`config.mk`:
```
export PLATFORM = sky130hd
export DESIGN_NAME = p3_exmem_elastic
export DESIGN_NICKNAME = d
export VERILOG_FILES = /design/src/rtl/p3_exmem_elastic.sv
export SDC_FILE = /design/constraint.sdc
export NUM_CORES = 1
export LEC_CHECK = 0
export ABC_AREA = 1
export BUFFER_PORTS_ARGS = -buffer_cell sky130_fd_sc_hd__buf_4
export CAP_MARGIN = 20
export CORE_ASPECT_RATIO = 0.5
export CORE_MARGIN = 2
export CORE_UTILIZATION = 50
export DETAILED_ROUTE_END_ITERATION = 10
export PLACE_DENSITY_LB_ADDON = 0.08
export REMOVE_ABC_BUFFERS = 1
export SYNTH_ARGS = -nofsm -noshare
export SYNTH_HDL_FRONTEND = slang
export SYNTH_SLANG_ARGS = --single-unit
```
`constraint.sdc`:
```
create_clock -name clock -period 1.95 [get_ports clock]
set_input_delay 0.585 -clock clock [delete_from_list [all_inputs] [get_ports clock]]
set_output_delay 0.585 -clock clock [all_outputs]
set_load 0.02 [all_outputs]
```
`src/rtl/p3_exmem_elastic.sv`:
```
`default_nettype none
// p3_exmem_elastic: elastic EX/MEM stage with 2-entry skid buffer, flush and stall counter.
// Rev 1.0

module p3_exmem_elastic #(
   parameter int XLEN        = 32,
   parameter int TYPE_W      = 3,
   parameter int REG_W       = 5,
   parameter int BUBBLE_TYPE = 7,
   parameter int CNT_W       = 16
) (
   input  logic              clock,
   input  logic              reset,
   input  logic              in_valid,
   output logic              in_ready,
   input  logic [TYPE_W-1:0] in_type,
   input  logic [XLEN-1:0]   in_rs1,
   input  logic [XLEN-1:0]   in_rs2,
   input  logic [REG_W-1:0]  in_rd,
   input  logic [XLEN-1:0]   in_imm,
   input  logic [XLEN-1:0]   in_store,
   output logic              out_valid,
   input  logic              out_ready,
   input  logic              stall,
   input  logic              flush,
   output logic [TYPE_W-1:0] out_type,
   output logic [XLEN-1:0]   out_rs1,
   output logic [XLEN-1:0]   out_rs2,
   output logic [REG_W-1:0]  out_rd,
   output logic [XLEN-1:0]   out_imm,
   output logic [XLEN-1:0]   out_store,
   output logic [CNT_W-1:0]  stall_cnt
);

   localparam int              c_PW       = TYPE_W + REG_W + 4 * XLEN;
   localparam logic [TYPE_W-1:0] c_BUBBLE = TYPE_W'(BUBBLE_TYPE);
   localparam logic [c_PW-1:0] c_BUBBLE_PKT = {c_BUBBLE, {(c_PW-TYPE_W){1'b0}}};
   localparam logic [CNT_W-1:0] c_CNT_MAX = {CNT_W{1'b1}};

   logic              r_m_v;
   logic              r_s_v;
   logic              r_in_ready;
   logic [c_PW-1:0]   r_m;
   logic [c_PW-1:0]   r_s;
   logic [CNT_W-1:0]  r_stall_cnt;

   logic              w_acc;
   logic              w_push;
   logic              w_pop;
   logic [c_PW-1:0]   w_in_pkt;

   assign w_acc    = out_ready & ~stall;
   assign w_push   = in_valid & r_in_ready;
   assign w_pop    = r_m_v & w_acc;
   assign w_in_pkt = {in_type, in_rs1, in_rs2, in_rd, in_imm, in_store};

   // Main entry: whenever it is empty it holds the bubble packet, so outputs never show stale data.
   always_ff @(posedge clock or negedge reset) begin
      if (!reset) begin
         r_m_v <= 1'b0;
         r_m   <= c_BUBBLE_PKT;
      end else if (flush) begin
         r_m_v <= 1'b0;
         r_m   <= c_BUBBLE_PKT;
      end else if (!r_m_v || w_pop) begin
         if (r_m_v && r_s_v) begin
            r_m_v <= 1'b1;
            r_m   <= r_s;
         end else if (w_push) begin
            r_m_v <= 1'b1;
            r_m   <= w_in_pkt;
         end else begin
            r_m_v <= 1'b0;
            r_m   <= c_BUBBLE_PKT;
         end
      end
   end

   // Skid entry absorbs the one push that can land while M is blocked, since in_ready lags by a cycle.
   always_ff @(posedge clock or negedge reset) begin
      if (!reset) begin
         r_s_v      <= 1'b0;
         r_s        <= '0;
         r_in_ready <= 1'b1;
      end else if (flush) begin
         r_s_v      <= 1'b0;
         r_in_ready <= 1'b1;
      end else if (r_s_v && w_pop) begin
         r_s_v      <= 1'b0;
         r_in_ready <= 1'b1;
      end else if (r_m_v && !w_pop && w_push) begin
         r_s_v      <= 1'b1;
         r_s        <= w_in_pkt;
         r_in_ready <= 1'b0;
      end
   end

   always_ff @(posedge clock or negedge reset) begin
      if (!reset) begin
         r_stall_cnt <= '0;
      end else if (!flush && r_m_v && !w_acc && (r_stall_cnt != c_CNT_MAX)) begin
         r_stall_cnt <= r_stall_cnt + CNT_W'(1);
      end
   end

   assign in_ready  = r_in_ready;
   assign out_valid = r_m_v;
   assign {out_type, out_rs1, out_rs2, out_rd, out_imm, out_store} = r_m;
   assign stall_cnt = r_stall_cnt;

endmodule

`default_nettype wire
```
==> impl_metrics.json <==
{
  "outcome": "completed",
  "finalClockSkew_ns": 0.00816,
  "die_y_um": 118,
  "ff_latch_area_um2": 7290,
  "ys_ff_latch": 291,
  "ios": 296,
  "synth_common_cells": "nand2_1 (744), dfrtp_1 (287), o21ai_0 (219)",
  "synth.area.top_cells": "dfrtp_1 (55%), nand2_1 (21%), o21ai_0 (8.4%)",
  "drt-total-wl_um": 32400,
  "hold_viol_final": 0,
  "drv_cap": 0,
  "critPathLaunchType": "flip-flop",
  "antennaDiodeCount": 0,
  "critPathSlowestCell": "dfstp_2",
  "seq_area_frac_synth_pct": 56.1,
  "max_stage_delay_ns": 0.56,
  "slew_headroom_pct": 71.1,
  "cts_tree": "yes",
  "synth_warnings": 0,
  "grtUsageTotal_pct": 24.0,
  "total_power_uw": 16600,
  "period_minus_slack_ns": 1.82,
  "synth.top_cell.area_share_pct": 55.3,
  "crit_chain": "buf_4",
  "drc": 0,
  "syn_to_final_growth_pct": 26.4,
  "cts_buffers": 27,
  "gp_congestion": 0.888,
  "avgSynthCellArea_um2": 8.04,
  "max_freq_ghz": 0.549,
  "async_flop_share_pct": 100,
  "synth_most_common_cell": "nand2_1",
  "crit_fanout": 4,
  "clk_pin_slew_ns": 0.06,
  "worstSkewPairLatency_ns": 0.54,
  "first_global_vias": 10953,
  "grt_pass1_wl_um": 54100,
  "drive_above_1_share_pct": 20.5,
  "rsz0062_at_grt": "false",
  "wl_met1_um": 14300,
  "cp-endpoint": "in_ready",
  "cp.depth": 1,
  "multi_input_area_um2": 4520,
  "drt_iter0_markers": 970,
  "p_leak_uw": 0.00891,
  "worstHoldPathType": "in2reg",
  "r2r_cells": 9,
  "p_per_area_nw_per_um2": 1010,
  "wl_met3_um": 1660,
  "std_cell_rows": 41,
  "top_layer": "met4",
  "r2r-end": "stall_cnt[9]",
  "synthCells": 1616,
  "postCtsSetupBuffers": 0,
  "timing.hold.ws_ns": 0.312,
  "critPathBufInv": 1,
  "ys.flop_type": "dfrtp_1",
  "synth_cell_types": 26,
  "portBuffers": 295,
  "num-fill-cells": 2155,
  "cts-htree-levels": 1,
  "startpoint": "in_ready",
  "wire_per_inst_um": 14.4,
  "vias": 11224,
  "reg2reg_from": "stall_cnt[0]",
  "antenna_left": 0,
  "finalMaxSlewViolations": 0,
  "yosys.area.top_type": "dfrtp_1",
  "place_hpwl_um": 22300,
  "end_kind": "output pin",
  "initial_core_util_pct": 51.2,
  "vias_per_cell": 4.99,
  "path_class": "reg2out",
  "coreArea_um2": 25400,
  "critPathTopFamily": "flip-flops",
  "synth_area_um2": 13000,
  "r2r_setup_slack_ns": 0.21,
  "chipWidth_um": 232,
  "ir_drop_v": 0.000542,
  "finalCritPeriodShare_pct": 93.4,
  "hold_depth": 3,
  "finalSetupViolCount": 0,
  "grt_max_degree": 81,
  "root_buffer": "clkbuf_16",
  "synth_edf_count": 0,
  "placed_area_um2": 15500,
  "clockBufferDepth": 3,
  "met2_length_um": 15600,
  "stdcell_area_um2": 16400,
  "firstDrtPassIters": 8,
  "numClockSinks": 291,
  "nets": 2028,
  "cp.arrival_ns": 1.24,
  "crit_required_ns": 1.36,
  "design.die.area_um2": 27400,
  "tightest_slew_ns": 0.433,
  "antenna_found_initial": 0,
  "grt-ovfl-total": 0
}
## timing repair
item / CTS / global route
endpoints found under the hold margin: 25 / 0
gates resized for setup: 0 / 0
setup endpoints to repair: 0 / 0
hold buffers: 1 / 0
## logic make-up (layout without fill, tap and decap cells)
| logic type | count (synthesis) | count (layout) | synth area share (%) |
|---|---|---|---|
| simple gates | 788 | 788 | 23.2 |
| flops | 291 | 291 | 56.1 |
| compound gates | 284 | 284 | 11.1 |
| buf+inv | 247 | 536 | 9.13 |
| xor+xnor | 5 | 5 | 0.337 |
| fa+ha+maj | 1 | 1 | 0.0962 |
## layout by cell type, fill, tap and decap left out, drive strengths merged, types with 2 or more instances in the layout
| cell | synthesis | layout |
|---|---|---|
| nand2 | 745 | 745 |
| a21oi | 2 | 2 |
| dfstp | 4 | 4 |
| clkinv | 0 | 4 |
| o21ai | 280 | 280 |
| inv | 159 | 160 |
| o211ai | 2 | 2 |
| xor2 | 4 | 4 |
| clkbuf | 30 | 39 |
| bufinv | 0 | 4 |
| nor2 | 23 | 23 |
| dfrtp | 287 | 287 |
| nand4 | 7 | 7 |
| nand3 | 13 | 13 |
| buf | 58 | 327 |
## metrics by stage
stage	setup slack [ns]	utilization [%]	std cells	setup TNS [ns]
5_1_grt	0.0588	64.7	2249	0
2_1_floorplan	-1.09	-	1528	-200.68
3_5_place_dp	0.0910	61.0	2199	0
3_3_place_gp	0.160	61.0	2199	0
4_1_cts	0.103	64.7	2249	0
6_report	0.129	64.7	2249	0
## registers in the layout, indices dropped and copies added, names as in the netlist
signal / count
in_ready: 1
stall_cnt: 16
r_s_v: 1
out_valid: 1
r_m: 136
r_s: 136
## worst min-delay path by stage
stage	start	endpoint	slack, ns
detailed placement	r_m[31]	r_m[31]	0.47
global route	in_rs2[26]	r_s[95]	0.31
floorplan	reset	out_valid	0.29
global placement	r_s[135]	r_s[135]	0.46
CTS	in_rs1[29]	r_s[130]	0.30
finish	in_rs2[28]	r_s[97]	0.31
## where the power goes
part           internal (uW)  switching, uW  leakage [uW]  total (uW)
registers               7240            781       0.00379        8020
clock network           3310           2310      0.000460        5630
logic                   1240           1680       0.00466        2920
total                  11800           4780       0.00891       16600
## area by class of cell
class | count | area share [%]
timing repair buffer | 328 | 16.0
inverter | 159 | 3.72
clock inverter | 10 | 0.952
multi-input combinational | 1078 | 27.5
sequential | 291 | 44.4
tap | 344 | 2.62
clock buffer | 39 | 4.75
## routing by layer
layer / GRT usage (%) / vias to the layer above
li1: - / 5510
met1: 32.9 / 5370
met2: 39.5 / 282
met3: 4.14 / 62
met4: 6.85 / 0
met5: 0 / -
Note: power is estimated with default switching activity, not from simulation.
